**src/rtl/val2_shift_sequencer.sv**
```systemverilog
// Iterative Val2 generator for the EXE stage: one single-step shifter/rotator
// run for N cycles under a start/busy/done handshake.
module val2_shift_sequencer #(
  parameter int DATA_W   = 32,
  parameter int ROT_STEP = 2
) (
  input  logic              clk,
  input  logic              rst,
  input  logic              start,
  input  logic              flush,
  input  logic [DATA_W-1:0] rm_val,
  input  logic              imm,
  input  logic              ld_or_str,
  input  logic [11:0]       shift_operand,
  output logic              busy,
  output logic              done,
  output logic [DATA_W-1:0] result
);

  typedef enum logic [1:0] {IDLE, SHIFT, DONE} state_t;

  state_t            state, state_nxt;
  logic [DATA_W-1:0] work, load_val, step_val;
  logic [4:0]        cnt, load_cnt;
  logic [1:0]        sh_type, load_type;
  logic              rot_mode, load_rot;
  logic              accept;

  assign accept = (state == IDLE) && start && !flush;
  assign busy   = (state != IDLE);
  assign done   = (state == DONE);

  // Operand decode; ld_or_str takes priority over imm, unsupported forms load zero.
  always_comb begin
    load_val  = '0;
    load_cnt  = '0;
    load_type = 2'b00;
    load_rot  = 1'b0;
    if (ld_or_str) begin
      load_val = {{(DATA_W-12){shift_operand[11]}}, shift_operand};
    end else if (imm) begin
      load_val = {{(DATA_W-8){shift_operand[7]}}, shift_operand[7:0]};
      load_cnt = {1'b0, shift_operand[11:8]};
      load_rot = 1'b1;
    end else if (!shift_operand[4]) begin
      load_val  = rm_val;
      load_cnt  = shift_operand[11:7];
      load_type = shift_operand[6:5];
    end
  end

  always_comb begin
    step_val = work;
    if (rot_mode) begin
      step_val = {work[ROT_STEP-1:0], work[DATA_W-1:ROT_STEP]};
    end else begin
      case (sh_type)
        2'b00:   step_val = {work[DATA_W-2:0], 1'b0};
        2'b01:   step_val = {1'b0, work[DATA_W-1:1]};
        2'b10:   step_val = {work[DATA_W-1], work[DATA_W-1:1]};
        default: step_val = {work[0], work[DATA_W-1:1]};
      endcase
    end
  end

  always_comb begin
    state_nxt = state;
    case (state)
      IDLE:    if (accept) state_nxt = (load_cnt == '0) ? DONE : SHIFT;
      SHIFT:   if (flush) state_nxt = IDLE;
               else if (cnt == 5'd1) state_nxt = DONE;
      DONE:    state_nxt = IDLE;
      default: state_nxt = IDLE;
    endcase
  end

  always_ff @(posedge clk or negedge rst) begin
    if (!rst) state <= IDLE;
    else      state <= state_nxt;
  end

  // result is written on whichever edge enters DONE: the accept edge when N=0,
  // otherwise the edge applying the last step.
  always_ff @(posedge clk or negedge rst) begin
    if (!rst) begin
      work     <= '0;
      cnt      <= '0;
      sh_type  <= 2'b00;
      rot_mode <= 1'b0;
      result   <= '0;
    end else if (accept) begin
      work     <= load_val;
      cnt      <= load_cnt;
      sh_type  <= load_type;
      rot_mode <= load_rot;
      if (load_cnt == '0) result <= load_val;
    end else if (state == SHIFT && !flush && cnt != '0) begin
      work <= step_val;
      cnt  <= cnt - 5'd1;
      if (cnt == 5'd1) result <= step_val;
    end
  end

endmodule
```
**config.mk**
```make
export PLATFORM = sky130hd
export DESIGN_NAME = val2_shift_sequencer
export DESIGN_NICKNAME = d
export VERILOG_FILES = /design/src/rtl/val2_shift_sequencer.sv
export SDC_FILE = /design/constraint.sdc
export NUM_CORES = 1
export LEC_CHECK = 0
export ABC_AREA = 1
export BUFFER_PORTS_ARGS = -buffer_cell sky130_fd_sc_hd__clkbuf_2
export CAP_MARGIN = 10
export CORE_MARGIN = 2
export CORE_UTILIZATION = 60
export DETAILED_ROUTE_END_ITERATION = 8
export PLACE_DENSITY = 0.82
export SLEW_MARGIN = 10
export SYNTH_ARGS = -nofsm -noshare
export SYNTH_HDL_FRONTEND = slang
export SYNTH_SLANG_ARGS = --single-unit
```
**constraint.sdc**
```tcl
create_clock -name clk -period 3.2 [get_ports clk]
set_input_delay 0.32 -clock clk [delete_from_list [all_inputs] [get_ports clk]]
set_output_delay 0.32 -clock clk [all_outputs]
set_load 0.005 [all_outputs]
```
**Word level (Yosys, flattened, before mapping)**

Cells that the tools add are included.

- Register bits after elaboration: 74
- Bits of input ports: 50
- Logic and storage cells: 55

- Add/sub/neg operators: 1
- Eq/ne operators: 8
- Muxes and demuxes: 26
- Reduce and logical (&&, ||, !) cells: 14

Operator list:

| operator | number |
|---|---|
| 32-bit two-way mux | 10 |
| 32-bit case mux with 3 select lines | 1 |
| 5-bit two-way mux | 5 |
| 2-bit two-way mux | 7 |
| 2-bit nonzero test | 3 |
| 5-bit by 1-bit == test with 1-bit output, second input constant | 1 |
| 5-bit zero test | 1 |
| 5-bit nonzero test | 1 |
| 5-bit by 1-bit subtractor with 5-bit output, second input constant | 1 |
| 2-bit by 1-bit == test with 1-bit output, second input constant | 2 |
| 2-bit == test, second input constant | 2 |
| 1-bit logical AND | 4 |
| 2-bit zero test | 2 |
| 2-bit case mux with 2 select lines | 1 |
| 3-bit != test, second input constant | 1 |
| 3-bit AND reduction | 1 |
| 1-bit two-way mux | 2 |
| 2-bit by 1-bit != test with 1-bit output, second input constant | 1 |
| 2-bit != test, second input constant | 1 |
| 2-bit AND reduction | 1 |
| 1-bit zero test | 1 |

**Depth between registers and ports, before layout**

Gate-level depths: netlist of run 1.

- Depth after elaboration: 7
- Gate-level depth with buffers: 10
- Gate-level depth less buffers: 9

**Least setup slack after synthesis of run 1**

No wires, ideal clock.

- Kind: register -> register
- Start point: reg cnt[0]
- End point: reg result[0]
- Library setup time: 0.117 ns
- Arrival: 1.489 ns
- Required time: 3.083 ns
- Path slack: 1.594 ns
- Cell stages (with the launch flop): 10
- Path through: dfrtp_1 inv_1 ha_1 nand3_1 nand2_2 or2_1 buf_2 buf_2 nand3_1 nand2_1

- Word-level cells in the longest chain between the ends: 4

Ends and longest elaborated chain:

| element | RTL line | text |
|---|---|---|
| from (decl) | 24 | `logic [4:0] cnt, load_cnt;` |
| from (signal assigned) | 93 | `cnt <= load_cnt;` |
| from (signal assigned) | 99 | `cnt <= cnt - 5'd1;` |
| 5-bit nonzero test | 97 | `end else if (state == SHIFT && !flush && cnt != '0) begin` |
| 1-bit logical AND | 97 |  |
| 2-bit nonzero test (no source line) | -- |  |
| 3-bit AND reduction (no source line) * | -- |  |
| to (signal assigned) | 96 | `if (load_cnt == '0) result <= load_val;` |
| to (signal assigned) | 100 | `if (cnt == 5'd1) result <= step_val;` |
| to (decl) | 17 | `output logic [DATA_W-1:0] result` |

Every way passes the cells marked *; elsewhere a longest branch is shown, timed or not.
A chain may end at the register's enable or synchronous reset.

**Worst setup path after layout of run 1**

- Start point: reg cnt[0]
- End point: reg result[4]

Same word-level chain as after synthesis.

==> summary by stage, run 1 <==
Outcome
The run finished with clean final reports.

Clocking
Clock-pin slew was measured on the worst setup and hold paths at 90 ps. The clock root buffer is clkbuf_8. The number of resized instances in the post-cts repair step is 0. Clock tree synthesis found a total of 74 sinks. The total of hold buffers inserted after clock tree synthesis is 0. The clock latency on the worst-skew pair is 360 ps.

The maximum clock insertion buffer count is 2. The number of buffers added for setup after CTS is 0. In this run, CTS created clock tree buffers numbering 9. The number of H-tree levels is 3. TritonCTS built the clock tree.

Placed design
The detailed placer's ending HPWL is 7.60 mm. The count of buffers added on input and output ports is 83. The global placement routability congestion is 0.883.

Pwr
The analysis attributes to cell leakage a power of 0.00270 uW. The internal portion of the total power is 2310 uW. Of the total power, the clock network draws 0.170. The fraction of power consumed by sequential logic is 0.395.

The largest voltage drop on the vdd net is 0.339 mV. For this design the ratio of total power to cell area is 786 mW/mm^2. The part of the total power dissipated in combinational logic is 0.435.

For this design the total switching power over the nets is 1660 uW. Of the total power, the share spent switching nets is 0.418.

GRT
The via count of the first global-routing pass is 4174. The total track usage is 0.284. The initial antenna violation count is 0. The maximum number of pins on one net before global-route repair is 56.

The first global-routing pass estimated 19.1 mm of wire. For this run the aggregate overflow at the end of global routing stands at 0.

Logic synthesis
The total number of yosys warnings is 0. The post-synthesis instance total is 666. The post-synth design cell area is 0.00448 sq mm. Yosys attributes the largest share of cell area to dfrtp_1, nand2_1, o21ai_0. The share of synthesized area in the top cell type comes to 0.414. The synthesized netlist contains 27 unique library cells. Of the synthesized area, sequential elements account for 0.414. A synthesized cell averages 6.72 sq um. Counting flops and latches in the post-synthesis netlist gives 74. The synthesized design spends more area on one cell type than any other, namely dfrtp_1. The number of nets handed over by synthesis was 718.

Floorplan
The core region is 0.00725 sq mm. The overall die area is 0.00817 sq mm. During I/O placement, the number of pins put on the boundary was 84.

The vertical extent of the die is 90.4 microns. The overall die width is 90.4 microns. The number of placement rows is 31. For this configuration, the core starts out at a cell density of 0.617.

Setup path
The capturing point of the worst reg2reg path is result[4]. The critical path launch point type is a register. The setup slack of the worst register-to-register path is 870 ps. The biggest fanout along the worst timing path is 33. The number of cells on the worst reg-to-reg path is 8. The worst setup path is captured at a register.

STA puts the critical path data required time at 3450 ps. The startpoint identified for the worst register-to-register timing path is cnt[0]. STA puts the critical path data arrival time at 2580 ps. The critical path is of the register to register type.

Detailed routing
Dividing the detail-routed wire length by the instance count gives 13.1 microns. The average via count per standard cell is 5.44. For this run, the detailed router's first-pass iteration total came to 6. The number of nets with antenna violations after routing is 0. The post-detailed-routing wire length is 10.9 mm. For this block, the via count after detailed routing is 4525. After detailed routing, the number of remaining DRC violations is 0. After the first detailed-routing iteration, the DRC count stood at 461.

Final layout
The number of nets at the end of the flow is 780. From synthesis to final layout, the design area changed by 12.8%. The leading cell type in the layout, fill and taps excluded is nand2_1. In the final layout, the share of cells above drive strength 1 is 0.162.

The diode insertion count for antenna repair is 0. In the layout the commonest cells are nand2_1, clkbuf_2, dfrtp_1, o21ai_0, nand3_1. Measured on the finished design, the core utilization comes to 0.696.

Run
The count of maximum capacitance violations is 0.

Timing
Timing would allow up to 0.429 GHz. The final hold violation count is 0. Hold timing on the final database bottoms out at a slack of 62.2 ps. The worst max-slew margin expressed relative to the limit is 0.436. Setup violations remaining at the end of the flow were counted as 0. In the finished design, the share of the clock period the worst path needs comes to 0.728.

At the pin with the least slew margin, the transition time is 845 ps. The number of max-slew violations in the final report is 0. Setup repair after global routing left no endpoint under its margin. Setup total negative slack on the finished layout was measured at 0 ps. The smallest clock period supported by the final layout is computed as 2330 ps.

The clock skew after layout is 11.6 ps.

Worst hold path
The class of the tightest hold or removal check is primary input to async pin.
-- worst max-delay path, cell delays in order (launching register included) --
cell and delay, ps:
dfrtp_1 420, inv_1 100, ha_1 220, nand3_1 140, nand2_2 170, or2_2 600
nand2_4 350, nand2_1 160, nand2_1 70
-- power by group through the flow --
| stage | Sequential (uW) | Combinational (uW) | Clock (uW) |
|---|---|---|---|
| 2_1_floorplan | 1560 | 1200 | 0 |
| 6_report | 1570 | 1730 | 676 |
| 3_5_place_dp | 1570 | 1720 | 0 |
| 4_1_cts | 1560 | 1730 | 678 |
| 3_3_place_gp | 1570 | 1670 | 0 |
| 5_1_grt | 1620 | 1990 | 736 |
-- Yosys cell counts --
cell type and instances:
or2_1 1, xor2_1 1, buf_6 4, nand2_1 291, nand3_2 1, and2_1 3, nand3_1 57, nor2_1 9
o211ai_1 6, clkbuf_1 13, nor2_2 4, a21oi_1 51, o21ai_0 65, o221ai_1 2, buf_2 24, xnor2_1 1
inv_2 2, a31oi_1 1, nor3_4 1, inv_1 48, dfrtp_1 74, ha_1 2, nand2_2 1, nand2_4 1
nand3_4 1, clkinv_1 1, nand4_1 1
-- worst max-delay path by stage --
stage | from | end | slack, ps | cells after the start
finish | cnt[0] | result[4] | 870 | 8
global route | cnt[0] | result[17] | 660 | 8
floorplan | cnt[0] | result[0] | 1590 | 9
detailed placement | cnt[0] | result[4] | 420 | 8
CTS | cnt[0] | result[9] | 400 | 8
global placement | cnt[0] | result[13] | 630 | 8
-- sequential cells by signal (all words and copies together) (netlist names) --
signal and count:
sh_type 2, work 32, state 2, rot_mode 1, cnt 5, result 32
-- metrics by stage --
| step | setup slack, ps | std cells | area, sq um | total power [uW] |
|---|---|---|---|---|
| 2_1_floorplan | 1590 | 666 | 4480 | 2760 |
| 3_3_place_gp | 630 | 816 | 4870 | 3240 |
| 3_5_place_dp | 420 | 816 | 4870 | 3290 |
| 4_1_cts | 399 | 832 | 5050 | 3970 |
| 5_1_grt | 657 | 832 | 5050 | 4340 |
| 6_report | 870 | 832 | 5050 | 3970 |
-- routing by layer --
| metal | wire (microns) | global-route usage |
|---|---|---|
| met1 | 4930 | 0.398 |
| met2 | 5070 | 0.449 |
| met3 | 772 | 0.0484 |
| met4 | 136 | 0.103 |
| met5 | 0 | 0 |
-- kinds of logic (layout without fill, tap and decap cells) --
family                   count (synthesis)  in the layout  share of synthesized area
AO/OA/AOI/OAI                          125            125                      0.145
XOR/XNOR                                 2              2                    0.00391
adder cells (fa/ha/maj)                  2              2                    0.00559
buffers and inverters                   92            159                     0.0905
flip-flops                              74             74                      0.414
AND/OR/NAND/NOR                        371            371                      0.341
-- final cells by class --
type	instances	area [sq um]
multi-input combinational	500	2220
fill	647	2200
sequential	74	1850
timing repair buffer	92	483
inverter	51	191
clock buffer	11	141
tap	99	124
clock inverter	5	38.8
No activity file was read; power rests on OpenSTA's default activity.
==> inputs of run 2 (changes only) <==
--- a/config.mk
+++ b/config.mk
@@ -9,9 +9,9 @@
 export BUFFER_PORTS_ARGS = -buffer_cell sky130_fd_sc_hd__clkbuf_2
 export CAP_MARGIN = 10
 export CORE_MARGIN = 2
-export CORE_UTILIZATION = 60
+export CORE_UTILIZATION = 51
 export DETAILED_ROUTE_END_ITERATION = 8
-export PLACE_DENSITY = 0.82
+export PLACE_DENSITY = 0.74
 export SLEW_MARGIN = 10
 export SYNTH_ARGS = -nofsm -noshare
 export SYNTH_HDL_FRONTEND = slang
==> constraint.sdc (replaced) <==
create_clock -name clk -period 2.04 [get_ports clk]
set_input_delay 0.204 -clock clk [delete_from_list [all_inputs] [get_ports clk]]
set_output_delay 0.204 -clock clk [all_outputs]
set_load 0.005 [all_outputs]
==> summary by stage, run 2 (synthesis gave the netlist of run 1 again) <==
GRT
After global routing the overflow that remains totals 0. The via count of the first global-routing pass is 4170. The global-route wire length before repair is 19.5 mm. The maximum number of pins on one net before global-route repair is 75. The initial antenna violation count was 0.

The global-route layer with the greatest usage is met2. The met1 track demand over resource in global routing is 0.355. In the global route stage, met3 resource usage came out at 0.0338. The total track usage is 0.247. The global-route track usage on met2 is 0.396.

Timing
Setup violations remaining at the end of the flow were counted as 0. The final hold violation count is 0. The maximum achievable frequency is 0.551 GHz. Measured against its own limit, the worst slew margin works out to 0.734. After layout, the worst setup slack is 227 ps. The number of max-slew violations in the final report is 0.

For the pin with the worst max-slew slack, the measured transition is 399 ps. The post-route setup TNS is 0 ps. The share of the clock period used by the worst path after layout is 0.889. Setup repair after global routing left no endpoint under its margin. The minimum clock period after layout is 1810 ps. The clock arrives with 12.2 ps of skew.

Setup path
The number of buffer and inverter instances along the worst setup path is 1. The total stage count of the critical path is 8. The critical path's slowest cell is dfrtp_1.

The critical path goes through inv_1 -> ha_1 -> nand3_1 -> nand2_2 -> or2_1 -> nand2_4 -> nand2_1 -> nand2_1. STA puts the critical path data required time at 2320 ps. The critical path launch point type is a register.

The worst path arrival time is 2100 ps. In this run the register-to-register setup slack is 230 ps. The biggest fanout along the worst timing path is 32. The number of cells on the worst reg-to-reg path is 8.

Among cell families on the critical path, the largest total delay comes from simple AND/OR/NAND/NOR gates. The worst setup path is of the register to register kind. The maximum cell stage delay along the critical path is 390 ps. The worst setup path is captured at a register.

In this design, the critical path's most frequently occurring cell is nand2_1.

Detailed routing
The DRC violation count after routing is 0. The post-detailed-routing wire length is 11.4 mm. The pre-antenna-repair detailed-routing pass consisted of 4 iterations. The detailed router placed 4528 vias in this run. The number of nets with antenna violations after routing is 0.

In the routed layout, each cell is associated on average with a via count of 5.33. The number of DRC violations after detailed-routing iteration 0 is 260. The mean routed wirelength per cell is 13.5 microns.

Final layout
The leading cell type in the layout, fill and taps excluded is nand2_1. The filler cell count is 844. The fraction of final layout cells sized beyond drive strength 1 is 0.169.

The diode insertion count for antenna repair is 0. The number of nets at the end of the flow is 789. From synthesis to final layout, the design area changed by 16.6%. Leaving out fill and tap cells, the most frequent cells in the layout are nand2_1, clkbuf_2, dfrtp_1, o21ai_0, nand3_1. The largest registers in the layout are result x32, work x32, cnt x5.

Worst hold path
The tightest min-delay check is of the primary input to register type. Along the worst hold path, the cell count comes to 3.

Pwr
The leakage component of the power is 0.00279 uW. Across the VDD grid, the largest voltage drop is 0.696 mV. The cell area power density is 1260 mW/mm^2.

Floorplan
The vertical extent of the die is 97.7 microns. The starting density of the core is 0.519. The die covers 0.00955 sq mm.

The floorplan has 34 rows. The overall die width is 97.7 microns. The floorplan step defined a core boundary enclosing 0.00864 sq mm. In this run the count of I/O pins placed on the die edge is 84.

Clocking
The number of buffers created by CTS is 9. The number of resized instances in the post-cts repair step is 0. Clock tree synthesis selected as its root buffer the cell clkbuf_8.

The clock tree from TritonCTS is done. Counting every sink on the clock net gives 74. The clock reaches the later pin of the worst-skew pair after 350 ps.

After clock tree synthesis, the clock-pin slew on the worst setup and hold paths is 80 ps. The maximum clock insertion buffer count is 2. The H-tree was split into 3 levels.

Placed design
The detailed placer's ending HPWL is 8.05 mm. Port buffering added 83 buffers. Routability-driven placement finished with a final weighted congestion of 0.843. Before CTS, the worst setup slack after placement is 247 ps.

Run
The count of maximum capacitance violations is 0.

Outcome
The run finished with clean final reports.
run 2: path summary, 6_finish.rpt:
path / from / end
min in group asynchronous: rst / result[16]
worst max-delay path: cnt[0] / result[7]
max in group asynchronous: rst / result[27]
worst min-delay path: shift_operand[5] / sh_type[0]
worst max register to register: cnt[0] / result[7]
worst min register to register: result[14] / result[14]
run 2: final cells by class:
cell class / count / area (sq um) / area share
Clock inverter: 5 / 104 / 0.0199
Timing Repair Buffer: 101 / 591 / 0.113
Clock buffer: 10 / 128 / 0.0244
Multi-Input combinational cell: 500 / 2220 / 0.425
Sequential cell: 74 / 1850 / 0.355
Tap cell: 108 / 135 / 0.0259
Inverter: 51 / 191 / 0.0367
run 2: worst reg2reg max path, stage by stage (launching register included):
cell     delay [ps]
dfrtp_1         390
inv_1            70
ha_1            250
nand3_1         140
nand2_2         110
or2_1           290
nand2_4         300
nand2_1         120
nand2_1          80
run 2: per-stage QoR:
stage	power (uW)	hold slack, ps	util	instances	area [sq um]
2_1_floorplan	4330	-91.6	-	666	4480
3_3_place_gp	5160	266	0.577	833	4980
3_5_place_dp	5240	273	0.577	833	4980
4_1_cts	6620	121	0.605	849	5220
5_1_grt	7170	121	0.605	849	5220
6_report	6600	125	0.605	849	5220
run 2: per-layer routing:
metal  up-vias  wire, microns
met2       162           5370
met1      2088           5270
met5         -              0
met3        12            673
li1       2266              -
met4         0            125
run 2: where the power goes:
| part | total, uW | switching, uW | internal [uW] |
|---|---|---|---|
| registers | 2460 | 353 | 2100 |
| logic | 2780 | 1680 | 1100 |
| clock network | 1370 | 561 | 807 |
run 2: repair_timing:
| action | in CTS | in global routing |
|---|---|---|
| buffers inserted | 0 | 0 |
| hold endpoints to repair | 74 | 0 |
| hold buffers | 1 | 0 |
